$ cat src/rtl/fpu_result_queue.sv
// FPU result queue: circular FIFO of {result, status, tag} between the FPU and its consumer.
// Also keeps the sticky OR of the status of every retired result (fflags).
module fpu_result_queue #(
    parameter int DWIDTH    = 16,
    parameter int TAG_WIDTH = 1,
    parameter int DEPTH     = 4
) (
    input  logic                       clk_i,
    input  logic                       rst_i,
    input  logic [DWIDTH-1:0]          result_i,
    input  logic [4:0]                 status_i,
    input  logic [TAG_WIDTH-1:0]       tag_i,
    input  logic                       in_valid_i,
    output logic                       in_ready_o,
    input  logic                       flush_i,
    output logic [DWIDTH-1:0]          result_o,
    output logic [4:0]                 status_o,
    output logic [TAG_WIDTH-1:0]       tag_o,
    output logic                       out_valid_o,
    input  logic                       out_ready_i,
    output logic [4:0]                 fflags_o,
    input  logic                       fflags_clr_i,
    output logic [$clog2(DEPTH+1)-1:0] count_o
);

    localparam int PW = $clog2(DEPTH);
    localparam int CW = $clog2(DEPTH+1);

    if (DEPTH < 2 || (DEPTH & (DEPTH - 1)) != 0) begin : g_depth_check
        $error("fpu_result_queue: DEPTH must be a power of two >= 2");
    end

    typedef struct packed {
        logic [DWIDTH-1:0]    result;
        logic [4:0]           status;
        logic [TAG_WIDTH-1:0] tag;
    } entry_t;

    entry_t          mem [DEPTH];
    entry_t          head;
    logic [PW-1:0]   rd_ptr;
    logic [PW-1:0]   wr_ptr;
    logic [CW-1:0]   count;
    logic [4:0]      fflags;
    logic            push;
    logic            pop;

    // Ready depends only on registered occupancy, so a full queue stays
    // not-ready even in a cycle where the head is being retired.
    assign in_ready_o  = (count < CW'(DEPTH));
    assign out_valid_o = (count != '0);

    assign push = in_valid_i && in_ready_o;
    assign pop  = out_valid_o && out_ready_i;

    assign head     = mem[rd_ptr];
    assign result_o = head.result;
    assign status_o = head.status;
    assign tag_o    = head.tag;
    assign fflags_o = fflags;
    assign count_o  = count;

    always_ff @(posedge clk_i) begin
        if (rst_i) begin
            for (int i = 0; i < DEPTH; i++) begin
                mem[i] <= '0;
            end
            rd_ptr <= '0;
            wr_ptr <= '0;
            count  <= '0;
        end else if (flush_i) begin
            rd_ptr <= '0;
            wr_ptr <= '0;
            count  <= '0;
        end else begin
            if (push) begin
                mem[wr_ptr] <= '{result: result_i, status: status_i, tag: tag_i};
                wr_ptr      <= wr_ptr + PW'(1);
            end
            if (pop) begin
                rd_ptr <= rd_ptr + PW'(1);
            end
            count <= count + CW'(push) - CW'(pop);
        end
    end

    // A flushed pop is not a retirement, so its status is not merged.
    always_ff @(posedge clk_i) begin
        if (rst_i) begin
            fflags <= '0;
        end else if (fflags_clr_i) begin
            fflags <= (pop && !flush_i) ? head.status : 5'h00;
        end else if (pop && !flush_i) begin
            fflags <= fflags | head.status;
        end
    end

endmodule
$ cat config.mk
export PLATFORM = sky130hd
export DESIGN_NAME = fpu_result_queue
export DESIGN_NICKNAME = d
export VERILOG_FILES = /design/src/rtl/fpu_result_queue.sv
export SDC_FILE = /design/constraint.sdc
export NUM_CORES = 1
export LEC_CHECK = 0
export CELL_PAD_IN_SITES_DETAIL_PLACEMENT = 1
export CELL_PAD_IN_SITES_GLOBAL_PLACEMENT = 2
export CORE_ASPECT_RATIO = 0.75
export CORE_MARGIN = 3
export CORE_UTILIZATION = 43
export DETAILED_ROUTE_END_ITERATION = 7
export PLACE_DENSITY_LB_ADDON = 0.2
export SLEW_MARGIN = 20
export SYNTH_ARGS = -nofsm -noshare
export SYNTH_HDL_FRONTEND = slang
export SYNTH_SLANG_ARGS = --single-unit
$ cat constraint.sdc
create_clock -name clk_i -period 4.4 [get_ports clk_i]
set_clock_uncertainty 0.15 [all_clocks]
set_input_delay 0.44 -clock clk_i [delete_from_list [all_inputs] [get_ports clk_i]]
set_output_delay 0.44 -clock clk_i [all_outputs]
set_load 0.05 [all_outputs]
== Word level (Yosys, flattened, before mapping) ==
Memory sizes are Yosys's and may differ from the RTL's. A register that Yosys moved wholly into a read port is not among the register bits.
Index checks and enable logic that the tools add are counted.
Storage, ports and cells
  memory bits (writable): 88
  bits in registers: 12
  memories: 1
  input port bits: 28
  word-level logic and storage cells: 33
Operators by class
  add/sub/neg operators: 4
  multiplexer cells: 14
  $lt $le $gt $ge: 1
  reduce and logical (&&, ||, !) cells: 8
  bitwise gates (word level): 1
Memories
  mem: words 4, bits a word 22, read ports 1, clocked after memory_dff 1, write ports 4, RTL line 39  | entry_t mem [DEPTH];
Operator list (count)
  22-bit 2-to-1 mux: 1
  22-bit OR reduction: 1
  5-bit 2-to-1 mux: 3
  1-bit 2-to-1 mux: 7
  2-bit 2-to-1 mux: 3
  5-bit bitwise OR: 1
  2-bit by 1-bit adder with 2-bit output, second input constant: 2
  3-bit by 1-bit adder with 3-bit output: 1
  1-bit logical AND: 3
  3-bit less-than comparator, second input constant: 1
  3-bit nonzero test: 1
  3-bit by 1-bit subtractor with 3-bit output: 1
  2-bit nonzero test: 1
  2-bit OR reduction: 1
  1-bit logical NOT: 1

== Logic depth before layout (Yosys ltp) ==
  word-level depth: 8
  depth in mapped cells: 10
  mapped depth without buffers: 9

== Worst setup path after synthesis ==
Ideal clock, no wire load.
  path type: register to register
  start: reg count[2] (netlist: count_o[2])
  end: reg count[2] (netlist: count_o[2])
  stages on the path, launching flop included: 11
  path buffers: 1
  required time: 4.135 ns
  arrival: 2.317 ns
  setup slack: 1.818 ns
  cells stage by stage: dfxtp_1 > buf_6 > o31ai_1 > inv_1 > ha_1 > inv_1 > ha_1 > fa_1 > xnor2_1 > xnor2_1 > nor2_1
On the way
  longest elaborated chain between the ends: 4
  elaborated cells between the ends (all ways): 6
  those cells by class: add/sub: 2; order compare: 1; reduce/logical: 3
RTL lines
  start: declaration: RTL line 43  | logic [CW-1:0] count;
  start signal: assignment: RTL line 83  | count <= count + CW'(push) - CW'(pop);
  3-bit less-than comparator: RTL line 50  | assign in_ready_o = (count < CW'(DEPTH));
  1-bit logical AND: RTL line 53  | assign push = in_valid_i && in_ready_o;
  3-bit by 1-bit adder with 3-bit output: RTL line 83
  3-bit by 1-bit subtractor with 3-bit output (*): RTL line 83
Mark *: on every way between the ends. The rest lies on a longest branch, timed or not.
A chain may end at the register's enable or synchronous reset.

==> flow_summary.yaml <==
run_status:
  status: "finished, final reports clean"
cts:
  root_buffer: "clkbuf_16"
  cts_max_path_buffers: 2
  htreeDepth: 3
  cts_buffers: 9
  cts.clk_slew.worst_paths_ps: 70
  cts_hold_buf: 0
  clock_sinks: 102
  cts_setup_buffers: 0
  cts_tree: "done"
  post_cts_resized: 0
  clock_latency_ps: 340
grt:
  grtUsageMet2_pct: 26.8
  grt_antenna_before_repair: 0
  use_met1_pct: 23.6
  busiest_layer: "met2"
  grt_pass1_wl_um: 14500
  gr-usage-all-layers_pct: 17.1
  grt_max_degree: 24
  use_met3_pct: 4.27
  grt-ovfl-total: 0
  grt_pass1_vias: 2608
floorplan:
  die_h_um: 94.2
  die_area_sq_um: 11600
  dieWidth_um: 124
  io_pins: 60
  start_util_pct: 45.1
  core_sq_um: 9890
  rows: 31
synthesis:
  ys_top_cells_by_area: "edfxtp_1 (59%), and2_1 (12%), mux4_2 (11%)"
  ys_ff_latch: 102
  syn-num-nets: 304
  syn_inst: 273
  yosysWarningCount: 0
  yosysTopAreaCell: "edfxtp_1"
  ys_seq_area_share_pct: 65.6
  yosysUniqueCellTypes: 28
  syn_area_sq_um: 4460
  avgSynthCellArea_sq_um: 16.3
  synth_top_area_share_pct: 59.3
placement:
  port-buffer-count: 59
  hpwl_um: 5950
  gp_congestion: 0.749
  postPlaceCellArea_sq_um: 5110
routing:
  wire_per_inst_um: 19.7
  vias_per_cell: 5.13
  drt_wl_total_um: 9220
  route.detailed.drc: 0
  firstDrtPassIters: 4
  drt-initial-drc-count: 193
  vias: 2408
  ant_nets: 0
worst_setup_path:
  required_ps: 3810
  critical-path-max-stage-delay_ps: 720
  cp.arrival_ps: 2380
  r2r_start: "count_o[2]"
  cp-end-kind: "primary output"
  critPathMaxFanout: 22
  startpoint_type: "flop"
  cp_num_buf_inv: 2
  worstSetupPathType: "flop to primary output"
  cp_cell_sequence: "buf_4, mux4_2, clkdlybuf4s50_1"
  slowest_stage: "clkdlybuf4s50_1"
  cp_top_family: "buffers and inverters"
sta:
  slew_headroom_pct: 53.8
  rsz0062_at_grt: "false"
  fmaxAchievable_mhz: 337
  finalCriticalPeriod_ps: 2970
  setup_viol: 0
  fin_crit_sh_pct: 67.5
  worst_slew_pin_slew_ps: 691
  hold_slack_ps: 327
  fin_setup_tns_ps: 0
  hold_viol_final: 0
  maxSlewViolCount: 0
finish:
  finalNetCount: 363
  final.fill_count: 930
  synthToLayoutAreaGrowth_pct: 22.3
  drive_gt1_share_pct: 16.6
  multiInputGateArea_sq_um: 1380
  regArea_sq_um: 2920
  diodes: 0
  finish.instance_area_sq_um: 5450
hold_path:
  hp-class: "flop to flop"
  hp-start: "fflags_o[3]"
pwr:
  peakVddDrop_mv: 0.262
  leakagePower_nw: 1.97
  pwr_density_cell_nw_per_um2: 416
flow_run:
  maxCapViolCount: 0
metrics by stage:
step	worst slack (ps)	power, mW	cells	util [%]
after global placement	1240	1.39	453	51.7
after floorplan	1820	1.29	273	-
after global routing	1290	2.35	469	55.1
after CTS	1370	2.29	469	55.1
final	1430	2.27	469	55.1
after detailed placement	1160	1.40	453	51.7
sequential cells by signal, summed over array words and instances, names as in the netlist, named ones only:
signal,flops
rd_ptr,2
fflags_o,5
count_o,3
wr_ptr,2
mem,88
cell families (layout without fill, tap and decap cells):
family          Yosys count  count (layout)  share of synthesized area [%]
compound gates            8               8                           1.57
xor+xnor                  6               6                           1.18
fa+ha+maj                 3               3                           1.01
buf+inv                  23              87                           3.59
flops                   102             102                           65.6
mux                      22              22                           11.1
simple gates            109             109                           16.0
layout by cell type, fill, tap and decap left out, types with 2 or more instances in the layout:
| master | instances |
|---|---|
| edfxtp_1 | 88 |
| and2_1 | 84 |
| clkdlybuf4s50_1 | 59 |
| mux4_2 | 22 |
| dfxtp_1 | 13 |
| nor2_1 | 10 |
| clkbuf_16 | 9 |
| inv_1 | 8 |
| a22o_1 | 5 |
| and2_2 | 4 |
| or2_2 | 3 |
| xor2_1 | 3 |
| xnor2_1 | 3 |
| bufinv_16 | 3 |
| buf_4 | 3 |
| and3b_4 | 2 |
| ha_1 | 2 |
| clkinv_2 | 2 |
path summary, 6_finish.rpt:
check / to / slack, ps / cells after the start
worst max-delay path: status_o[1] / 1430 / 3
worst min-delay path: fflags_o[3] / 330 / 1
worst max register to register: mem[1][8] / 1690 / 3
worst min register to register: fflags_o[3] / 330 / 1
Yosys cell counts, drive strengths merged:
cell type,n
and2,88
or2,4
clkbuf,2
nand3b,1
nor4b,1
nor4,1
or3,1
o311ai,1
a41o,1
fa,1
edfxtp,88
inv,9
dfxtp,14
ha,2
o31ai,1
nor2b,1
xor2,3
mux4,22
nor2,10
and3b,2
a22o,5
buf,12
xnor2,3
area by class of cell:
type / instances / share of cell area, %
Clock inverter: 7 / 2.07
Timing Repair Buffer: 62 / 11.2
Sequential cell: 102 / 53.7
Multi-Input combinational cell: 148 / 25.3
Inverter: 9 / 0.620
Tap cell: 132 / 3.03
Clock buffer: 9 / 4.13
layer usage:
| layer | up-vias | routed length (um) |
|---|---|---|
| met1 | 1239 | 4250 |
| met4 | 0 | 131 |
| met3 | 9 | 399 |
| li1 | 1103 | - |
| met5 | - | 0 |
| met2 | 57 | 4440 |
power breakdown:
group | internal, mW | total, mW | switching (mW)
combinational | 0.103 | 0.261 | 0.158
sequential | 1.09 | 1.11 | 0.0176
clock | 0.553 | 0.896 | 0.343
Note: power is estimated with default switching activity, not from simulation.
